File: src/rtl/pcie_egress_scheduler_pkg.sv
// Shared widths, FSM encoding and packed-slice helper for the PCIe egress scheduler.
// PES_SLICE(vec, idx, w) selects lane idx of a packed per-requester vector.
`ifndef PCIE_EGRESS_SCHEDULER_PKG_SV
`define PCIE_EGRESS_SCHEDULER_PKG_SV

`define PES_SLICE(vec, idx, w) vec[(idx)*(w) +: (w)]

package pcie_egress_scheduler_pkg;

    localparam int CMD_W    = 8;
    localparam int FLAGS_W  = 14;
    localparam int ADDR_W   = 32;
    localparam int TAG_W    = 8;
    localparam int SIZE_W   = 24;
    localparam int DATA_W   = 32;
    localparam int RID_W    = 16;
    localparam int TO_CNT_W = 16;

    typedef enum logic [1:0] {
        IDLE    = 2'd0,
        LATCH   = 2'd1,
        ACTIVE  = 2'd2,
        RELEASE = 2'd3
    } state_t;

    function automatic int idx_w(input int n);
        return (n > 1) ? $clog2(n) : 1;
    endfunction

endpackage

`endif

File: src/rtl/pcie_egress_scheduler_if.sv
// Requester-side and egress-engine-side bundle of the egress scheduler.
// master: scheduler view; slave: requesters plus engine view.
interface pcie_egress_scheduler_if
    import pcie_egress_scheduler_pkg::*;
#(
    parameter int NUM_REQ = 3
) ();

    logic [NUM_REQ-1:0]         i_req;
    logic [NUM_REQ-1:0]         o_gnt;
    logic [NUM_REQ-1:0]         o_done;
    logic                       o_timeout;
    logic [CMD_W*NUM_REQ-1:0]   i_req_command;
    logic [FLAGS_W*NUM_REQ-1:0] i_req_flags;
    logic [ADDR_W*NUM_REQ-1:0]  i_req_address;
    logic [TAG_W*NUM_REQ-1:0]   i_req_tag;
    logic [RID_W-1:0]           i_requester_id;
    logic [NUM_REQ-1:0]         i_req_fifo_rdy;
    logic [NUM_REQ-1:0]         o_req_fifo_act;
    logic [SIZE_W*NUM_REQ-1:0]  i_req_fifo_size;
    logic [DATA_W*NUM_REQ-1:0]  i_req_fifo_data;
    logic [NUM_REQ-1:0]         o_req_fifo_stb;
    logic                       o_eg_enable;
    logic                       i_eg_finished;
    logic [CMD_W-1:0]           o_eg_command;
    logic [FLAGS_W-1:0]         o_eg_flags;
    logic [ADDR_W-1:0]          o_eg_address;
    logic [RID_W-1:0]           o_eg_requester_id;
    logic [TAG_W-1:0]           o_eg_tag;
    logic                       o_eg_fifo_rdy;
    logic                       i_eg_fifo_act;
    logic [SIZE_W-1:0]          o_eg_fifo_size;
    logic [DATA_W-1:0]          o_eg_fifo_data;
    logic                       i_eg_fifo_stb;

    modport master (
        input  i_req, i_req_command, i_req_flags, i_req_address, i_req_tag,
               i_requester_id, i_req_fifo_rdy, i_req_fifo_size, i_req_fifo_data,
               i_eg_finished, i_eg_fifo_act, i_eg_fifo_stb,
        output o_gnt, o_done, o_timeout, o_req_fifo_act, o_req_fifo_stb,
               o_eg_enable, o_eg_command, o_eg_flags, o_eg_address,
               o_eg_requester_id, o_eg_tag, o_eg_fifo_rdy, o_eg_fifo_size, o_eg_fifo_data
    );

    modport slave (
        output i_req, i_req_command, i_req_flags, i_req_address, i_req_tag,
               i_requester_id, i_req_fifo_rdy, i_req_fifo_size, i_req_fifo_data,
               i_eg_finished, i_eg_fifo_act, i_eg_fifo_stb,
        input  o_gnt, o_done, o_timeout, o_req_fifo_act, o_req_fifo_stb,
               o_eg_enable, o_eg_command, o_eg_flags, o_eg_address,
               o_eg_requester_id, o_eg_tag, o_eg_fifo_rdy, o_eg_fifo_size, o_eg_fifo_data
    );

endinterface

File: src/rtl/pcie_rr_arbiter.sv
// Round-robin picker: first set request at or above ptr, wrapping, as one-hot plus index.
// Latency: combinational.
// Backpressure: none; the caller decides when to accept the pick.
module pcie_rr_arbiter
    import pcie_egress_scheduler_pkg::*;
#(
    parameter int NUM_REQ = 3,
    localparam int IDX_W  = idx_w(NUM_REQ)
) (
    input  logic [NUM_REQ-1:0] req,
    input  logic [IDX_W-1:0]   ptr,
    output logic [NUM_REQ-1:0] gnt,
    output logic [IDX_W-1:0]   idx,
    output logic               gnt_vld
);

    localparam int SUM_W = IDX_W + 1;

    logic [SUM_W-1:0] cand;

    always_comb begin
        gnt     = '0;
        idx     = '0;
        gnt_vld = 1'b0;
        cand    = '0;
        for (int i = 0; i < NUM_REQ; i++) begin
            // ptr + i is below 2*NUM_REQ, so one conditional subtract wraps it.
            cand = SUM_W'(ptr) + SUM_W'(i);
            if (cand >= SUM_W'(NUM_REQ)) begin
                cand = cand - SUM_W'(NUM_REQ);
            end
            if (!gnt_vld && req[cand[IDX_W-1:0]]) begin
                gnt_vld                = 1'b1;
                gnt[cand[IDX_W-1:0]]   = 1'b1;
                idx                    = cand[IDX_W-1:0];
            end
        end
    end

endmodule

File: src/rtl/pcie_egress_scheduler.sv
// Round-robin share of the PCIe egress TLP engine; optional watchdog via PCIE_EGRESS_SCHED_TIMEOUT_EN.
// Latency: grant 1 cycle after request, o_eg_enable 2 cycles after request; FIFO routing combinational.
// Backpressure: requesters hold i_req until o_done; a new grant waits for i_eg_finished to drop.
module pcie_egress_scheduler
    import pcie_egress_scheduler_pkg::*;
#(
    parameter int NUM_REQ        = 3,
    parameter int TIMEOUT_CYCLES = 4096
) (
    input  logic clk,
    input  logic rst_n,
    pcie_egress_scheduler_if.master bus
);

    localparam int IDX_W = idx_w(NUM_REQ);

    state_t               state_q, state_d;
    logic [NUM_REQ-1:0]   gnt_q, done_q, arb_gnt;
    logic [IDX_W-1:0]     idx_q, ptr_q, arb_idx;
    logic                 arb_vld, finish_hit, timeout_hit, timeout_q, fifo_act_blk, grant_any;
    logic [CMD_W-1:0]     cmd_q;
    logic [FLAGS_W-1:0]   flags_q;
    logic [ADDR_W-1:0]    addr_q;
    logic [TAG_W-1:0]     tag_q;
    logic [RID_W-1:0]     rid_q;

    pcie_rr_arbiter #(.NUM_REQ(NUM_REQ)) u_arb (
        .req     (bus.i_req),
        .ptr     (ptr_q),
        .gnt     (arb_gnt),
        .idx     (arb_idx),
        .gnt_vld (arb_vld)
    );

    always_ff @(posedge clk or negedge rst_n) begin
        if (!rst_n) begin
            state_q <= IDLE;
        end else begin
            state_q <= state_d;
        end
    end

    always_comb begin
        state_d    = state_q;
        finish_hit = 1'b0;
        case (state_q)
            IDLE:    if (arb_vld) state_d = LATCH;
            LATCH:   state_d = ACTIVE;
            ACTIVE: begin
                if (bus.i_eg_finished || timeout_hit) begin
                    state_d    = RELEASE;
                    finish_hit = 1'b1;
                end
            end
            RELEASE: if (!bus.i_eg_finished) state_d = IDLE;
            default: state_d = IDLE;
        endcase
    end

    always_ff @(posedge clk or negedge rst_n) begin
        if (!rst_n) begin
            gnt_q   <= '0;
            idx_q   <= '0;
            ptr_q   <= '0;
            done_q  <= '0;
            cmd_q   <= '0;
            flags_q <= '0;
            addr_q  <= '0;
            tag_q   <= '0;
            rid_q   <= '0;
        end else begin
            done_q <= finish_hit ? gnt_q : '0;
            if (state_q == IDLE && arb_vld) begin
                gnt_q <= arb_gnt;
                idx_q <= arb_idx;
            end
            // Header is sampled once; later requester changes are ignored.
            if (state_q == LATCH) begin
                cmd_q   <= `PES_SLICE(bus.i_req_command, idx_q, CMD_W);
                flags_q <= `PES_SLICE(bus.i_req_flags, idx_q, FLAGS_W);
                addr_q  <= `PES_SLICE(bus.i_req_address, idx_q, ADDR_W);
                tag_q   <= `PES_SLICE(bus.i_req_tag, idx_q, TAG_W);
                rid_q   <= bus.i_requester_id;
            end
            if (state_q == RELEASE && !bus.i_eg_finished) begin
                gnt_q <= '0;
                ptr_q <= (idx_q == IDX_W'(NUM_REQ - 1)) ? '0 : idx_q + 1'b1;
            end
        end
    end

`ifdef PCIE_EGRESS_SCHED_TIMEOUT_EN
    localparam logic [TO_CNT_W-1:0] TO_LAST = TO_CNT_W'(TIMEOUT_CYCLES - 1);

    logic [TO_CNT_W-1:0] to_cnt_q;
    logic                to_abort_q;

    assign timeout_hit  = (state_q == ACTIVE) && !bus.i_eg_finished && (to_cnt_q == TO_LAST);
    assign fifo_act_blk = to_abort_q || timeout_hit;

    always_ff @(posedge clk or negedge rst_n) begin
        if (!rst_n) begin
            to_cnt_q   <= '0;
            to_abort_q <= 1'b0;
            timeout_q  <= 1'b0;
        end else begin
            timeout_q <= timeout_hit;
            if (state_q == LATCH) begin
                to_cnt_q <= '0;
            end else if (state_q == ACTIVE) begin
                to_cnt_q <= to_cnt_q + 1'b1;
            end
            // Keep the aborted requester cut off from the engine until the grant is gone.
            if (timeout_hit) begin
                to_abort_q <= 1'b1;
            end else if (state_q == IDLE) begin
                to_abort_q <= 1'b0;
            end
        end
    end
`else
    assign timeout_hit  = 1'b0;
    assign fifo_act_blk = 1'b0;
    assign timeout_q    = 1'b0;
`endif

    assign grant_any = |gnt_q;

    assign bus.o_gnt             = gnt_q;
    assign bus.o_done            = done_q;
    assign bus.o_timeout         = timeout_q;
    assign bus.o_eg_enable       = (state_q == ACTIVE);
    assign bus.o_eg_command      = cmd_q;
    assign bus.o_eg_flags        = flags_q;
    assign bus.o_eg_address      = addr_q;
    assign bus.o_eg_tag          = tag_q;
    assign bus.o_eg_requester_id = rid_q;

    assign bus.o_eg_fifo_rdy  = |(bus.i_req_fifo_rdy & gnt_q);
    assign bus.o_eg_fifo_size = grant_any ? `PES_SLICE(bus.i_req_fifo_size, idx_q, SIZE_W) : '0;
    assign bus.o_eg_fifo_data = grant_any ? `PES_SLICE(bus.i_req_fifo_data, idx_q, DATA_W) : '0;
    assign bus.o_req_fifo_act = gnt_q & {NUM_REQ{bus.i_eg_fifo_act && !fifo_act_blk}};
    assign bus.o_req_fifo_stb = gnt_q & {NUM_REQ{bus.i_eg_fifo_stb}};

endmodule

File: src/flat_wrapper.sv
// flat-port wrapper written by rule: the top's interface ports become plain ports
module pcie_egress_scheduler_flat import pcie_egress_scheduler_pkg::*;
#(
    parameter int NUM_REQ        = 3,
    parameter int TIMEOUT_CYCLES = 4096
)
  (clk, rst_n, bus_i_req, bus_i_req_command, bus_i_req_flags, bus_i_req_address, bus_i_req_tag, bus_i_requester_id, bus_i_req_fifo_rdy, bus_i_req_fifo_size, bus_i_req_fifo_data, bus_i_eg_finished, bus_i_eg_fifo_act, bus_i_eg_fifo_stb, bus_o_gnt, bus_o_done, bus_o_timeout, bus_o_req_fifo_act, bus_o_req_fifo_stb, bus_o_eg_enable, bus_o_eg_command, bus_o_eg_flags, bus_o_eg_address, bus_o_eg_requester_id, bus_o_eg_tag, bus_o_eg_fifo_rdy, bus_o_eg_fifo_size, bus_o_eg_fifo_data);
  pcie_egress_scheduler_if #(.NUM_REQ(NUM_REQ)) bus_i ();
  input  logic clk;
  input  logic rst_n;
  input wire logic [$bits(bus_i.i_req)-1:0] bus_i_req;
  input wire logic [$bits(bus_i.i_req_command)-1:0] bus_i_req_command;
  input wire logic [$bits(bus_i.i_req_flags)-1:0] bus_i_req_flags;
  input wire logic [$bits(bus_i.i_req_address)-1:0] bus_i_req_address;
  input wire logic [$bits(bus_i.i_req_tag)-1:0] bus_i_req_tag;
  input wire logic [$bits(bus_i.i_requester_id)-1:0] bus_i_requester_id;
  input wire logic [$bits(bus_i.i_req_fifo_rdy)-1:0] bus_i_req_fifo_rdy;
  input wire logic [$bits(bus_i.i_req_fifo_size)-1:0] bus_i_req_fifo_size;
  input wire logic [$bits(bus_i.i_req_fifo_data)-1:0] bus_i_req_fifo_data;
  input wire logic [$bits(bus_i.i_eg_finished)-1:0] bus_i_eg_finished;
  input wire logic [$bits(bus_i.i_eg_fifo_act)-1:0] bus_i_eg_fifo_act;
  input wire logic [$bits(bus_i.i_eg_fifo_stb)-1:0] bus_i_eg_fifo_stb;
  output wire logic [$bits(bus_i.o_gnt)-1:0] bus_o_gnt;
  output wire logic [$bits(bus_i.o_done)-1:0] bus_o_done;
  output wire logic [$bits(bus_i.o_timeout)-1:0] bus_o_timeout;
  output wire logic [$bits(bus_i.o_req_fifo_act)-1:0] bus_o_req_fifo_act;
  output wire logic [$bits(bus_i.o_req_fifo_stb)-1:0] bus_o_req_fifo_stb;
  output wire logic [$bits(bus_i.o_eg_enable)-1:0] bus_o_eg_enable;
  output wire logic [$bits(bus_i.o_eg_command)-1:0] bus_o_eg_command;
  output wire logic [$bits(bus_i.o_eg_flags)-1:0] bus_o_eg_flags;
  output wire logic [$bits(bus_i.o_eg_address)-1:0] bus_o_eg_address;
  output wire logic [$bits(bus_i.o_eg_requester_id)-1:0] bus_o_eg_requester_id;
  output wire logic [$bits(bus_i.o_eg_tag)-1:0] bus_o_eg_tag;
  output wire logic [$bits(bus_i.o_eg_fifo_rdy)-1:0] bus_o_eg_fifo_rdy;
  output wire logic [$bits(bus_i.o_eg_fifo_size)-1:0] bus_o_eg_fifo_size;
  output wire logic [$bits(bus_i.o_eg_fifo_data)-1:0] bus_o_eg_fifo_data;
  assign bus_i.i_req = bus_i_req;
  assign bus_i.i_req_command = bus_i_req_command;
  assign bus_i.i_req_flags = bus_i_req_flags;
  assign bus_i.i_req_address = bus_i_req_address;
  assign bus_i.i_req_tag = bus_i_req_tag;
  assign bus_i.i_requester_id = bus_i_requester_id;
  assign bus_i.i_req_fifo_rdy = bus_i_req_fifo_rdy;
  assign bus_i.i_req_fifo_size = bus_i_req_fifo_size;
  assign bus_i.i_req_fifo_data = bus_i_req_fifo_data;
  assign bus_i.i_eg_finished = bus_i_eg_finished;
  assign bus_i.i_eg_fifo_act = bus_i_eg_fifo_act;
  assign bus_i.i_eg_fifo_stb = bus_i_eg_fifo_stb;
  assign bus_o_gnt = bus_i.o_gnt;
  assign bus_o_done = bus_i.o_done;
  assign bus_o_timeout = bus_i.o_timeout;
  assign bus_o_req_fifo_act = bus_i.o_req_fifo_act;
  assign bus_o_req_fifo_stb = bus_i.o_req_fifo_stb;
  assign bus_o_eg_enable = bus_i.o_eg_enable;
  assign bus_o_eg_command = bus_i.o_eg_command;
  assign bus_o_eg_flags = bus_i.o_eg_flags;
  assign bus_o_eg_address = bus_i.o_eg_address;
  assign bus_o_eg_requester_id = bus_i.o_eg_requester_id;
  assign bus_o_eg_tag = bus_i.o_eg_tag;
  assign bus_o_eg_fifo_rdy = bus_i.o_eg_fifo_rdy;
  assign bus_o_eg_fifo_size = bus_i.o_eg_fifo_size;
  assign bus_o_eg_fifo_data = bus_i.o_eg_fifo_data;
  pcie_egress_scheduler #(.NUM_REQ(NUM_REQ), .TIMEOUT_CYCLES(TIMEOUT_CYCLES)) u_core (.clk(clk), .rst_n(rst_n), .bus(bus_i));
endmodule
File: config.mk
export PLATFORM = sky130hd
export DESIGN_NAME = pcie_egress_scheduler_flat
export DESIGN_NICKNAME = d
export VERILOG_FILES = /design/src/rtl/pcie_egress_scheduler_pkg.sv /design/src/rtl/pcie_egress_scheduler_if.sv /design/src/rtl/pcie_rr_arbiter.sv /design/src/rtl/pcie_egress_scheduler.sv /design/src/flat_wrapper.sv
export SDC_FILE = /design/constraint.sdc
export NUM_CORES = 1
export LEC_CHECK = 0
export CORE_AREA = 5 5 201 203
export CTS_BUF_LIST = sky130_fd_sc_hd__clkbuf_4 sky130_fd_sc_hd__clkbuf_8
export DETAILED_ROUTE_END_ITERATION = 12
export DIE_AREA = 0 0 206 208
export GPL_TIMING_DRIVEN = 1
export PLACE_DENSITY = 0.51
export SYNTH_ARGS = -nofsm -noshare
export SYNTH_HDL_FRONTEND = slang
export SYNTH_SLANG_ARGS = --single-unit
export TNS_END_PERCENT = 30
File: constraint.sdc
create_clock -name clk -period 2.8 [get_ports clk]
set_clock_uncertainty 0.2 [all_clocks]
set_input_delay 0.42 -clock clk [delete_from_list [all_inputs] [get_ports clk]]
set_output_delay 0.42 -clock clk [all_outputs]
set_load 0.005 [all_outputs]
==> flow_summary.json <==
{
  "status": "complete, no violations",
  "portBuffers": 528,
  "max_cap_viol_count": 0,
  "antenna_left": 0,
  "min_from": "u_core.bus.o_eg_requester_id[15]",
  "rr_endpoint": "u_core.state_q[1]",
  "synthDistinctLibCells": 45,
  "path_max_fanout": 15,
  "clockBufferDepth": 2,
  "reg2reg_depth": 7,
  "path_clk_slew_ns": 0.09,
  "synth_edf_count": 0,
  "dp_cells": 1806,
  "timing.rr.start": "u_core.ptr_q[0]",
  "dpl.hpwl_um": 27300,
  "intPower_mw": 6.74,
  "leakagePower_nw": 5.18,
  "yosys_register_bits": 90,
  "syn_avg_cell_area_um2": 7.93,
  "fp.coreArea_um2": 38300,
  "wirelength_um": 34200,
  "power_frac_seq_pct": 20.2,
  "worstPathArrival_ns": 2.17,
  "fillers": 4070,
  "p_comb_share_pct": 71.7,
  "antenna_found_initial": 0,
  "synth_area_leaders": "dfrtp_1, mux2i_1, a21oi_1",
  "grt_pass1_wl_um": 49700,
  "drive_above_1_share_pct": 7.28,
  "grt.total_usage_pct": 15.1,
  "yosysTopAreaCell": "dfrtp_1",
  "yosys_most_used_dff": "dfrtp_1",
  "worst_slew_pin_slew_ns": 0.675,
  "p_total_mw": 11.7,
  "chipHeight_um": 208,
  "ioPinCount": 530,
  "synthCells": 800,
  "initial_utilization_pct": 16.6,
  "slew_violations": 0,
  "highest_layer": "met4",
  "worstSkewPairLatency_ns": 0.37,
  "fp-row-count": 72,
  "met3_length_um": 2930,
  "first_global_vias": 8171,
  "startpoint": "u_core.idx_q[1]",
  "synth_top_area_share_pct": 35.5,
  "setup_violations": 0,
  "drtIter0Drc": 298,
  "fin_crit_ns": 2.79,
  "synthArstFlopShare_pct": 100,
  "routed_via_density": 4.16,
  "relSlewSlack_pct": 55.0,
  "critPathLaunchType": "flop",
  "cp-end-kind": "output port",
  "syn2layout_area_growth_pct": 102,
  "clockRootBuffer": "clkbuf_8",
  "pwr-share-clk_pct": 8.2,
  "diodes": 0,
  "rsz0062_at_grt": "true",
  "p_switching_mw": 4.94,
  "peakVddDrop_v": 0.000544,
  "cts-buffers-inserted": 9,
  "nets": 1704,
  "die_area_um2": 42800,
  "synth_nets": 1189,
  "fin_cells": 1837,
  "wl_met1_um": 13200,
  "drc_errors": 0,
  "holdPathStages": 1,
  "hold_violations": 0,
  "worstPathRequired_ns": 2.18,
  "fmax_mhz": 359,
  "switching_share_pct": 42.3,
  "first_pass_iters": 4,
  "r2r_slack_ns": 0.25,
  "power_density_nw_per_um2": 912,
  "fin_crit_sh_pct": 99.5,
  "holdWs_ns": 0.313,
  "wl_met2_um": 17400,
  "die_x_um": 206,
  "yosys_warnings": 0,
  "syn_area_um2": 6340,
  "yosysMostFrequentCell": "nor2_1",
  "crit_type": "flop to output port",
  "ys_top_cells_by_count": "nor2_1, a21oi_1, mux2i_1, dfrtp_1, clkbuf_1",
  "grt_max_degree": 57,
  "htreeDepth": 3,
  "ys_seq_area_share_pct": 35.5,
  "min_path_type": "flop to flop",
  "holdPathEnd": "u_core.bus.o_eg_requester_id[15]",
  "vias": 7649,
  "cts_sinks": 90,
  "grt_remaining_overflow": 0,
  "wl_per_cell_um": 18.6,
  "cts_tree": "yes",
  "place_congestion": 0.845
}
[through the flow]
stage / area (um^2) / setup WS, ns / util, % / setup TNS (ns)
6_report: 12800 / 0.0137 / 33.4 / 0
5_1_grt: 12800 / -0.0923 / 33.4 / -0.528
4_1_cts: 12700 / -0.105 / 33.3 / -0.860
3_5_place_dp: 12300 / 0.141 / 32.2 / 0
3_3_place_gp: 12300 / 0.146 / 32.2 / 0
2_1_floorplan: 6340 / 0.437 / - / 0
[cell usage in the layout, fill, tap and decap left out, types with 3 or more instances in the layout]
master / count
nor2_2: 5
buf_16: 3
and3_1: 3
a211oi_1: 3
mux2i_1: 116
dfrtp_1: 88
nand2b_1: 4
a21oi_1: 180
clkdlybuf4s50_1: 486
and2_1: 7
inv_1: 9
mux2_2: 16
dlymetal6s2s_1: 10
a21oi_2: 4
nand2_1: 3
nor2b_1: 5
nor2_1: 237
buf_4: 25
clkbuf_8: 10
o21ai_0: 8
dlygate4sd2_1: 30
mux2i_2: 4
ha_1: 7
buf_12: 10
[power groups by stage]
stage | clock, mW | combinational, mW | sequential (mW)
global route | 1.06 | 9.17 | 2.45
finish | 0.952 | 8.37 | 2.36
floorplan | 0 | 3.91 | 2.36
CTS | 1.02 | 8.52 | 2.37
global placement | 0 | 8.20 | 2.38
detailed placement | 0 | 8.23 | 2.41
[worst max-delay path, cell delays in order (launching register included)]
cell and delay [ns]:
dfrtp_4 0.55, nor2b_4 0.16, buf_4 0.18, buf_16 0.17, a21oi_1 0.10, nor2_1 0.10, clkdlybuf4s50_1 0.51
[how the worst max path moves through the flow]
stage and to:
2_1_floorplan u_core.bus.o_gnt[0], 3_3_place_gp bus_o_eg_fifo_size[4], 3_5_place_dp bus_o_eg_fifo_size[4], 4_1_cts bus_o_eg_fifo_size[23]
5_1_grt bus_o_eg_fifo_size[11], 6_report bus_o_eg_fifo_size[11]
[state kept, by name, summed over array words and instances (netlist names)]
register,flops
u_core.bus.o_done,3
u_core.bus.o_eg_address,32
u_core.bus.o_eg_command,8
u_core.bus.o_eg_flags,14
u_core.bus.o_eg_requester_id,16
u_core.bus.o_eg_tag,8
u_core.bus.o_gnt,3
u_core.idx_q,2
u_core.ptr_q,2
u_core.state_q,2
[final cells by class]
type	count	area, um^2	share of cell area [%]
multi-input cells	636	3860	30.1
flip-flops and latches	90	2260	17.6
repair buffers	569	5800	45.3
clock buffers	10	138	1.07
clock inverters	5	63.8	0.498
well taps	518	648	5.06
inverters	9	33.8	0.264
[cells by family after synthesis]
kind of cell,share of synthesized area [%]
adders and majority gates,1.58
DFF,35.5
AOI/OAI and AO/OA,18.1
other,0.0591
muxes,22.4
buffers and inverters,4.67
and+or+nand+nor,17.7
[routing by layer]
layer	GRT usage (%)	up-vias
li1	-	3783
met1	17.0	3527
met2	27.7	308
met3	4.52	31
met4	3.90	0
met5	0	-
[timing repair]
| item | 4_1_cts | 5_1_grt |
|---|---|---|
| setup endpoints to repair | 53 | 25 |
| pin swaps | 0 | 2 |
| endpoints found under the hold margin | 40 | 0 |
| resized for setup | 37 | 22 |
| setup buffers | 12 | 0 |
| hold buffers | 1 | 0 |
| cloned | 3 | 0 |
(Power assumes the default switching activity.)
